<file path="src/rtl/io_intr_unit.sv">
// io_intr_unit: I/O flags (FGI/FGO), interrupt enable, INPR/OUTR device
// registers with ready/valid handshakes, and the interrupt request FSM.
// IN/OUT instructions that cannot complete are held via a combinational stall.
module io_intr_unit #(
    parameter int DATA_W = 16,
    parameter int IO_W   = 8
) (
    input  logic              clk,
    input  logic              reset,
    input  logic              instr_valid,
    input  logic [4:0]        opcode,
    input  logic              rFI,
    input  logic              rFO,
    input  logic              sFO,
    input  logic              ION,
    input  logic              IOF,
    input  logic [DATA_W-1:0] out_wdata,
    output logic [DATA_W-1:0] in_rdata,
    output logic              io_stall,
    input  logic              in_valid,
    input  logic [IO_W-1:0]   in_data,
    output logic              in_ready,
    output logic              out_valid,
    output logic [IO_W-1:0]   out_data,
    input  logic              out_ready,
    output logic              irq,
    input  logic              irq_ack,
    output logic              fgi,
    output logic              fgo,
    output logic              ien
);

    localparam logic [4:0] OP_IN  = 5'b11000;
    localparam logic [4:0] OP_OUT = 5'b11001;

    localparam logic [1:0] ST_IDLE    = 2'd0;
    localparam logic [1:0] ST_REQ     = 2'd1;
    localparam logic [1:0] ST_SERVICE = 2'd2;

    logic            fgi_reg, fgi_next;
    logic            fgo_reg, fgo_next;
    logic            ien_reg, ien_next;
    logic            out_pend_reg, out_pend_next;
    logic            irq_reg, irq_next;
    logic [IO_W-1:0] inpr_reg, inpr_next;
    logic [IO_W-1:0] outr_reg, outr_next;
    logic [1:0]      state_reg, state_next;

    logic is_in, is_out;
    logic instr_ok;
    logic exec_in, exec_out;
    logic in_accept, out_accept;

    // Instruction decode, stall and handshake qualification.
    assign is_in      = (opcode == OP_IN);
    assign is_out     = (opcode == OP_OUT);
    assign io_stall   = instr_valid & ((is_in & ~fgi_reg) | (is_out & out_pend_reg));
    // A stalled instruction, including its strobes, has no effect.
    assign instr_ok   = instr_valid & ~io_stall;
    assign exec_in    = instr_ok & is_in;
    assign exec_out   = instr_ok & is_out;
    assign in_accept  = in_valid & ~fgi_reg;
    assign out_accept = out_pend_reg & out_ready;

    // Flag, data register and enable next-state logic.
    always_comb begin
        fgi_next      = fgi_reg;
        fgo_next      = fgo_reg;
        ien_next      = ien_reg;
        out_pend_next = out_pend_reg;
        inpr_next     = inpr_reg;
        outr_next     = outr_reg;

        // Device write and IN cannot coincide (in_ready is low when FGI=1),
        // so the set simply takes priority over the rFI/IN clear.
        if (in_accept) begin
            fgi_next  = 1'b1;
            inpr_next = in_data;
        end else if (exec_in || (instr_ok && rFI)) begin
            fgi_next = 1'b0;
        end

        // Set sources for FGO beat clear sources in the same cycle.
        if (out_accept || (instr_ok && sFO)) begin
            fgo_next = 1'b1;
        end else if (exec_out || (instr_ok && rFO)) begin
            fgo_next = 1'b0;
        end

        // OUT only executes with nothing pending, so load and drain are exclusive.
        if (exec_out) begin
            out_pend_next = 1'b1;
            outr_next     = out_wdata[IO_W-1:0];
        end else if (out_accept) begin
            out_pend_next = 1'b0;
        end

        // Disabling (IOF or taking the interrupt) wins over ION.
        if ((instr_ok && IOF) || irq_ack) begin
            ien_next = 1'b0;
        end else if (instr_ok && ION) begin
            ien_next = 1'b1;
        end
    end

    // Interrupt FSM next-state; irq is the registered decode of REQ.
    always_comb begin
        state_next = state_reg;
        case (state_reg)
            ST_IDLE: begin
                if (ien_reg && (fgi_reg || fgo_reg)) begin
                    state_next = ST_REQ;
                end
            end
            ST_REQ: begin
                if (irq_ack) begin
                    state_next = ST_SERVICE;
                end else if (!ien_next) begin
                    state_next = ST_IDLE;
                end
            end
            ST_SERVICE: begin
                if (instr_ok && ION) begin
                    state_next = ST_IDLE;
                end
            end
            default: state_next = ST_IDLE;
        endcase
        irq_next = (state_next == ST_REQ);
    end

    // State registers with asynchronous active-low reset.
    always_ff @(posedge clk or negedge reset) begin
        if (!reset) begin
            fgi_reg      <= 1'b0;
            fgo_reg      <= 1'b0;
            ien_reg      <= 1'b1;
            out_pend_reg <= 1'b0;
            irq_reg      <= 1'b0;
            inpr_reg     <= '0;
            outr_reg     <= '0;
            state_reg    <= ST_IDLE;
        end else begin
            fgi_reg      <= fgi_next;
            fgo_reg      <= fgo_next;
            ien_reg      <= ien_next;
            out_pend_reg <= out_pend_next;
            irq_reg      <= irq_next;
            inpr_reg     <= inpr_next;
            outr_reg     <= outr_next;
            state_reg    <= state_next;
        end
    end

    // INPR is zero-extended onto the CPU data width.
    generate
        if (DATA_W > IO_W) begin : g_rdata_ext
            logic unused_wdata_hi;
            assign in_rdata        = {{(DATA_W-IO_W){1'b0}}, inpr_reg};
            assign unused_wdata_hi = ^out_wdata[DATA_W-1:IO_W];
        end else begin : g_rdata_eq
            assign in_rdata = inpr_reg;
        end
    endgenerate

    assign in_ready  = ~fgi_reg;
    assign out_valid = out_pend_reg;
    assign out_data  = outr_reg;
    assign irq       = irq_reg;
    assign fgi       = fgi_reg;
    assign fgo       = fgo_reg;
    assign ien       = ien_reg;

endmodule

</file>
<file path="config.mk">
export PLATFORM = sky130hd
export DESIGN_NAME = io_intr_unit
export DESIGN_NICKNAME = d
export VERILOG_FILES = /design/src/rtl/io_intr_unit.sv
export SDC_FILE = /design/constraint.sdc
export NUM_CORES = 1
export LEC_CHECK = 0
export CELL_PAD_IN_SITES_DETAIL_PLACEMENT = 0
export CELL_PAD_IN_SITES_GLOBAL_PLACEMENT = 1
export CORE_MARGIN = 3
export CORE_UTILIZATION = 39
export CTS_CLUSTER_SIZE = 28
export DETAILED_ROUTE_END_ITERATION = 10
export DONT_BUFFER_PORTS = 1
export MAX_ROUTING_LAYER = met4
export PLACE_DENSITY = 0.72
export SYNTH_ARGS = -nofsm -noshare
export SYNTH_HDL_FRONTEND = slang
export SYNTH_SLANG_ARGS = --single-unit
</file>
<file path="constraint.sdc">
create_clock -name clk -period 1.3 [get_ports clk]
set_clock_uncertainty 0.05 [all_clocks]
set_input_delay 0.065 -clock clk [delete_from_list [all_inputs] [get_ports clk]]
set_output_delay 0.065 -clock clk [all_outputs]
set_load 0.01 [all_outputs]
</file>
# Word-level counts from Yosys, hierarchy flattened
# Cells that the tools add are included.
# totals
register_bits,23
in_bits,40
# classes
eq_ne,5
muxes,13
bitwise_logic,11
n_reduce_logical,15
# op_table
op,count
5-bit equality test (second input constant),2
1-bit AND,8
1-bit 2-to-1 mux,8
2-bit 2-to-1 mux,4
1-bit logical AND,6
2-bit one-hot mux with 3 select lines,1
2-bit nonzero test,3
1-bit logical OR,5
2-bit by 1-bit equality test with 1-bit output (second input constant),2
2-bit equality test (second input constant),1
2-bit zero test,1
1-bit inverter,2
1-bit OR,1

# Logic depth before layout (Yosys ltp)
# depth
ltp_word,13
mapped_depth,4

# Least setup slack after synthesis
# No wires, ideal clock.
# synth_path
kind,register to register
from,"register out_pend_reg, in the netlist out_valid"
to,"register fgo_reg, in the netlist fgo"
t_arrival_ns,1.224
t_required_ns,1.123
path_slack_ns,-0.101
path_stages_with_launch,5
period_less_slack_ns,1.401
path_cell_list,dfrtp_1 -> nand2b_1 -> a31oi_4 -> a21boi_0 -> a221o_2
# synth_between
elab_chain_len,8
# synth_rtl
item,line,text
start: declaration,43,"logic out_pend_reg, out_pend_next;"
start signal: assignment,147,out_pend_reg <= out_pend_next;
1-bit AND,57,assign io_stall = instr_valid & ((is_in & ~fgi_reg) | (is_out & out_pend_reg));
1-bit OR,57,
1-bit AND,57,
1-bit inverter,59,assign instr_ok = instr_valid & ~io_stall;
1-bit AND,59,
"1-bit AND, or another cell as far along",61,assign exec_out = instr_ok & is_out;
"1-bit logical OR, on equally long branches","86, 84",
2-bit nonzero test (no line) or 1-bit 2-to-1 mux (tied branches),n/a,
end signal: assignment,145,fgo_reg <= fgo_next;
end: declaration,41,"logic fgo_reg, fgo_next;"
# Parallel ways exist; a longest one is shown, timed or not.
# A chain may end at the register's enable or synchronous reset.

# Worst setup path after layout
# layout_path
from,"register fgi_reg, in the netlist fgi"
to,"register irq_reg, in the netlist irq"
# layout_between
elab_chain_len,13
# layout_rtl
item,line,text
start: declaration,40,"logic fgi_reg, fgi_next;"
start signal: assignment,144,fgi_reg <= fgi_next;
1-bit inverter,57,
1-bit AND,57,
1-bit OR,57,
1-bit AND,57,
1-bit inverter,59,
1-bit AND,59,
"1-bit logical AND, on equally long branches","101, 123, 99",
1-bit 2-to-1 mux or 1-bit logical OR (tied branches),"101, 99",
1-bit 2-to-1 mux,99,if ((instr_ok && IOF) || irq_ack) begin
2-bit 2-to-1 mux,118,end else if (!ien_next) begin
2-bit 2-to-1 mux,116,if (irq_ack) begin
2-bit one-hot mux with 3 select lines (*),109,case (state_reg)
2-bit by 1-bit equality test with 1-bit output (*),129,irq_next = (state_next == ST_REQ);
via irq_next,44,"logic irq_reg, irq_next;"
end signal: assignment,148,irq_reg <= irq_next;
end: declaration,44,
# Mark *: on every way through the listed nets, which the timed path passes. The rest lies on a longest branch.

==> flow_summary_export.csv <==
group,metric,value,unit
run_status,status,"complete, but fails checks",
run_status,violations,"negative setup slack",
yosys,synth.distinct_cells,24,
min_path,hold_end,"fgo",
placement,gp_congestion,0.748,
routing,drt_iter0_drc,13,
die,io_pins,71,
clocking,clk_transition_reported_paths,0.12,ns
global_route,antenna_found_initial,0,
final_layout,fin_area,0.00146,sq mm
yosys,synth_seq_area_share,55.8,%
pwr,clock_power_share,18.9,%
min_path,holdPathStages,4,
clocking,clkSinkCount,23,
setup_path,reg2reg_depth,4,
yosys,synth_ff_type,"dfrtp_1",
die,core,0.00250,sq mm
min_path,min_from,"instr_valid",
pwr,leakagePower,0.000654,uW
sta,period_share,107,%
yosys,syn_area_per_cell,13.4,sq um
pwr,power_density,1160,mW/mm^2
pwr,seqPwrFrac,60.5,%
setup_path,worst-r2r-setup-slack,-0.09,ns
final_layout,drive_gt1_share,39.7,%
final_layout,fin_nets,157,
yosys,syn_inst,77,
sta,finalMaxSlewViolations,0,
global_route,overflow,0,
clocking,cts.path.max_buffers,2,
yosys,ys_ff_latch,23,
clocking,cts-root-buf,"clkbuf_4",
placement,port_buffers,0,
clocking,htree_num_levels,1,
die,rows,18,
setup_path,crit_path_end_kind,"flip-flop",
sta,tightest_slew,0.990,ns
routing,dr_total_vias,744,
routing,wl_per_cell,15.1,um
sta,post-route-min-period,1.39,ns
sta,fin_ws,-0.0889,ns
die,dieWidth,57.5,um
global_route,first_global_vias,788,
global_route,grt_use_total,14.0,%
sta,whs,0.0983,ns
setup_path,r2r-end,"irq",
global_route,grt_max_degree,24,
sta,hold_viol,0,
final_layout,n_fill_cell,221,
setup_path,cp_data_required_time,1.47,ns
pwr,p_comb_share,20.6,%
final_layout,insertedDiodeCount,0,
final_layout,area_growth_syn_to_layout,40.9,%
die,start_util,41.3,%
setup_path,crit_path_start_kind,"flip-flop",
setup_path,cp_max_fo,6,
yosys,synth_edf_count,0,
setup_path,r2r_start,"fgi",
placement,pre_cts_slack,-0.104,ns
setup_path,critPathArrivalTime,1.56,ns
routing,drc_errors,0,
clocking,cts_tree,"yes",
pwr,power.switching,495,uW
clocking,cts_buffers,3,
placement,dp_hpwl,1.46,mm
sta,max_slew_margin,33.8,%
sta,grt_setup_unrepaired,"true",
routing,antenna_left,0,
pwr,intPower,1200,uW
routing,drt_first_pass_iters,2,
yosys,syn-cell-area,0.00103,sq mm
die,die_area,0.00330,sq mm
run,max_cap_viol_count,0,
sta,max_freq,0.720,GHz
routing,vias_per_cell,5.10,
pwr,vdd_drop_max,1020,uV
sta,setup_viol,13,
placement,placed_area,0.00108,sq mm
clocking,clock_latency,0.30,ns
yosys,yosys_warnings,0,
setup_path,path_class,"flip-flop to flip-flop",
routing,wl,2.20,mm
die,die_height,57.5,um
yosys,async_reset_ff_share,100,%
min_path,worst_hold_path_type,"input pin to flip-flop",
global_route,grt_pass1_wl,3.48,mm
pwr,p_sw_share,29.3,%
[cells in the mapped netlist (2+ instances only)]
cell type / instances / area [sq um]
mux2_2: 16 / 180
a21oi_1: 2 / 10.0
nand2b_1: 2 / 12.5
o21ai_0: 2 / 10.0
inv_1: 5 / 18.8
o32ai_1: 2 / 17.5
nor2_1: 2 / 7.51
dfrtp_1: 22 / 551
buf_4: 8 / 60.1
a21o_2: 2 / 17.5
[how the worst max path moves through the flow]
stage	end	from	slack (ns)
detailed placement	fgo	out_valid	-0.10
global route	ien	out_valid	-0.15
finish	irq	fgi	-0.09
CTS	fgo	out_valid	-0.06
global placement	fgo	out_valid	-0.09
floorplan	fgo	out_valid	-0.05
[cell usage in the layout (no fill, tap or decap)]
master	netlist	routed
a2111o_1	1	1
a211oi_2	0	1
a21boi_2	0	1
a21o_2	2	2
a21oi_1	2	2
a221o_2	1	1
a22o_1	1	1
a31oi_1	1	1
a31oi_4	1	1
and4_4	0	1
and4bb_2	1	1
buf_4	8	11
clkbuf_4	0	3
clkinv_2	0	1
conb_1	1	8
dfrtp_1	22	21
dfrtp_2	0	1
dfstp_2	1	1
dlygate4sd3_1	0	26
inv_1	5	4
inv_4	0	1
mux2_2	16	14
mux2_4	0	2
nand2b_4	0	2
nand4_4	0	1
nor2_1	2	2
nor2b_1	1	1
o21ai_0	2	1
o21ai_1	0	1
o32ai_1	2	1
o32ai_2	0	1
[layout make-up]
type	count	area [sq um]	area share (%)
clock buffers	3	22.5	1.55
clock inverters	1	5.00	0.344
inverters	5	21.3	1.46
multi-input cells	47	449	30.8
flip-flops and latches	23	578	39.7
well taps	30	37.5	2.58
repair buffers	37	343	23.5
[critical path, stage by stage (launching register included)]
cell and delay (ns):
dfrtp_2 0.45, nand2b_4 0.09, a31oi_4 0.12, a2111o_1 0.48, o32ai_1 0.12
[power by group through the flow]
stage               logic (uW)  registers [uW]  clock network [uW]
floorplan                  202            1010                   0
global placement           214            1040                   0
detailed placement         224            1040                   0
CTS                        318            1020                 335
global route               380            1040                 368
finish                     349            1020                 319
[cells by family after synthesis]
family,Yosys count,share of synthesized area [%]
AO/OA/AOI/OAI,15,12.5
AND/OR/NAND/NOR,8,5.93
multiplexers,16,17.4
other,1,0.363
flip-flops,23,55.8
buffers and inverters,14,7.99
[routing by layer]
layer	up-vias	GRT usage, %	part of all wire (%)
li1	341	-	-
met1	368	14.9	36
met2	33	24.5	55
met3	2	5.88	7.8
met4	0	1.99	0.59
met5	-	-	0
[metrics by stage]
| stage | utilization, % | power [uW] | TNS [ns] | std cells |
|---|---|---|---|---|
| floorplan | - | 1210 | -0.0512 | 84 |
| global placement | 43.2 | 1250 | -0.195 | 109 |
| detailed placement | 43.2 | 1260 | -0.251 | 109 |
| CTS | 56.3 | 1680 | -0.171 | 143 |
| global route | 58.3 | 1790 | -1.73 | 146 |
| finish | 58.3 | 1690 | -0.775 | 146 |
[repair_timing]
action | in CTS | in global routing
setup endpoints to repair | 13 | 7
hold buffers | 26 | 0
gates resized for setup | 1 | 9
pin swaps | 1 | 5
endpoints found under the hold margin | 46 | 0
setup buffers | 4 | 3
Note: power is estimated with default switching activity, not from simulation.
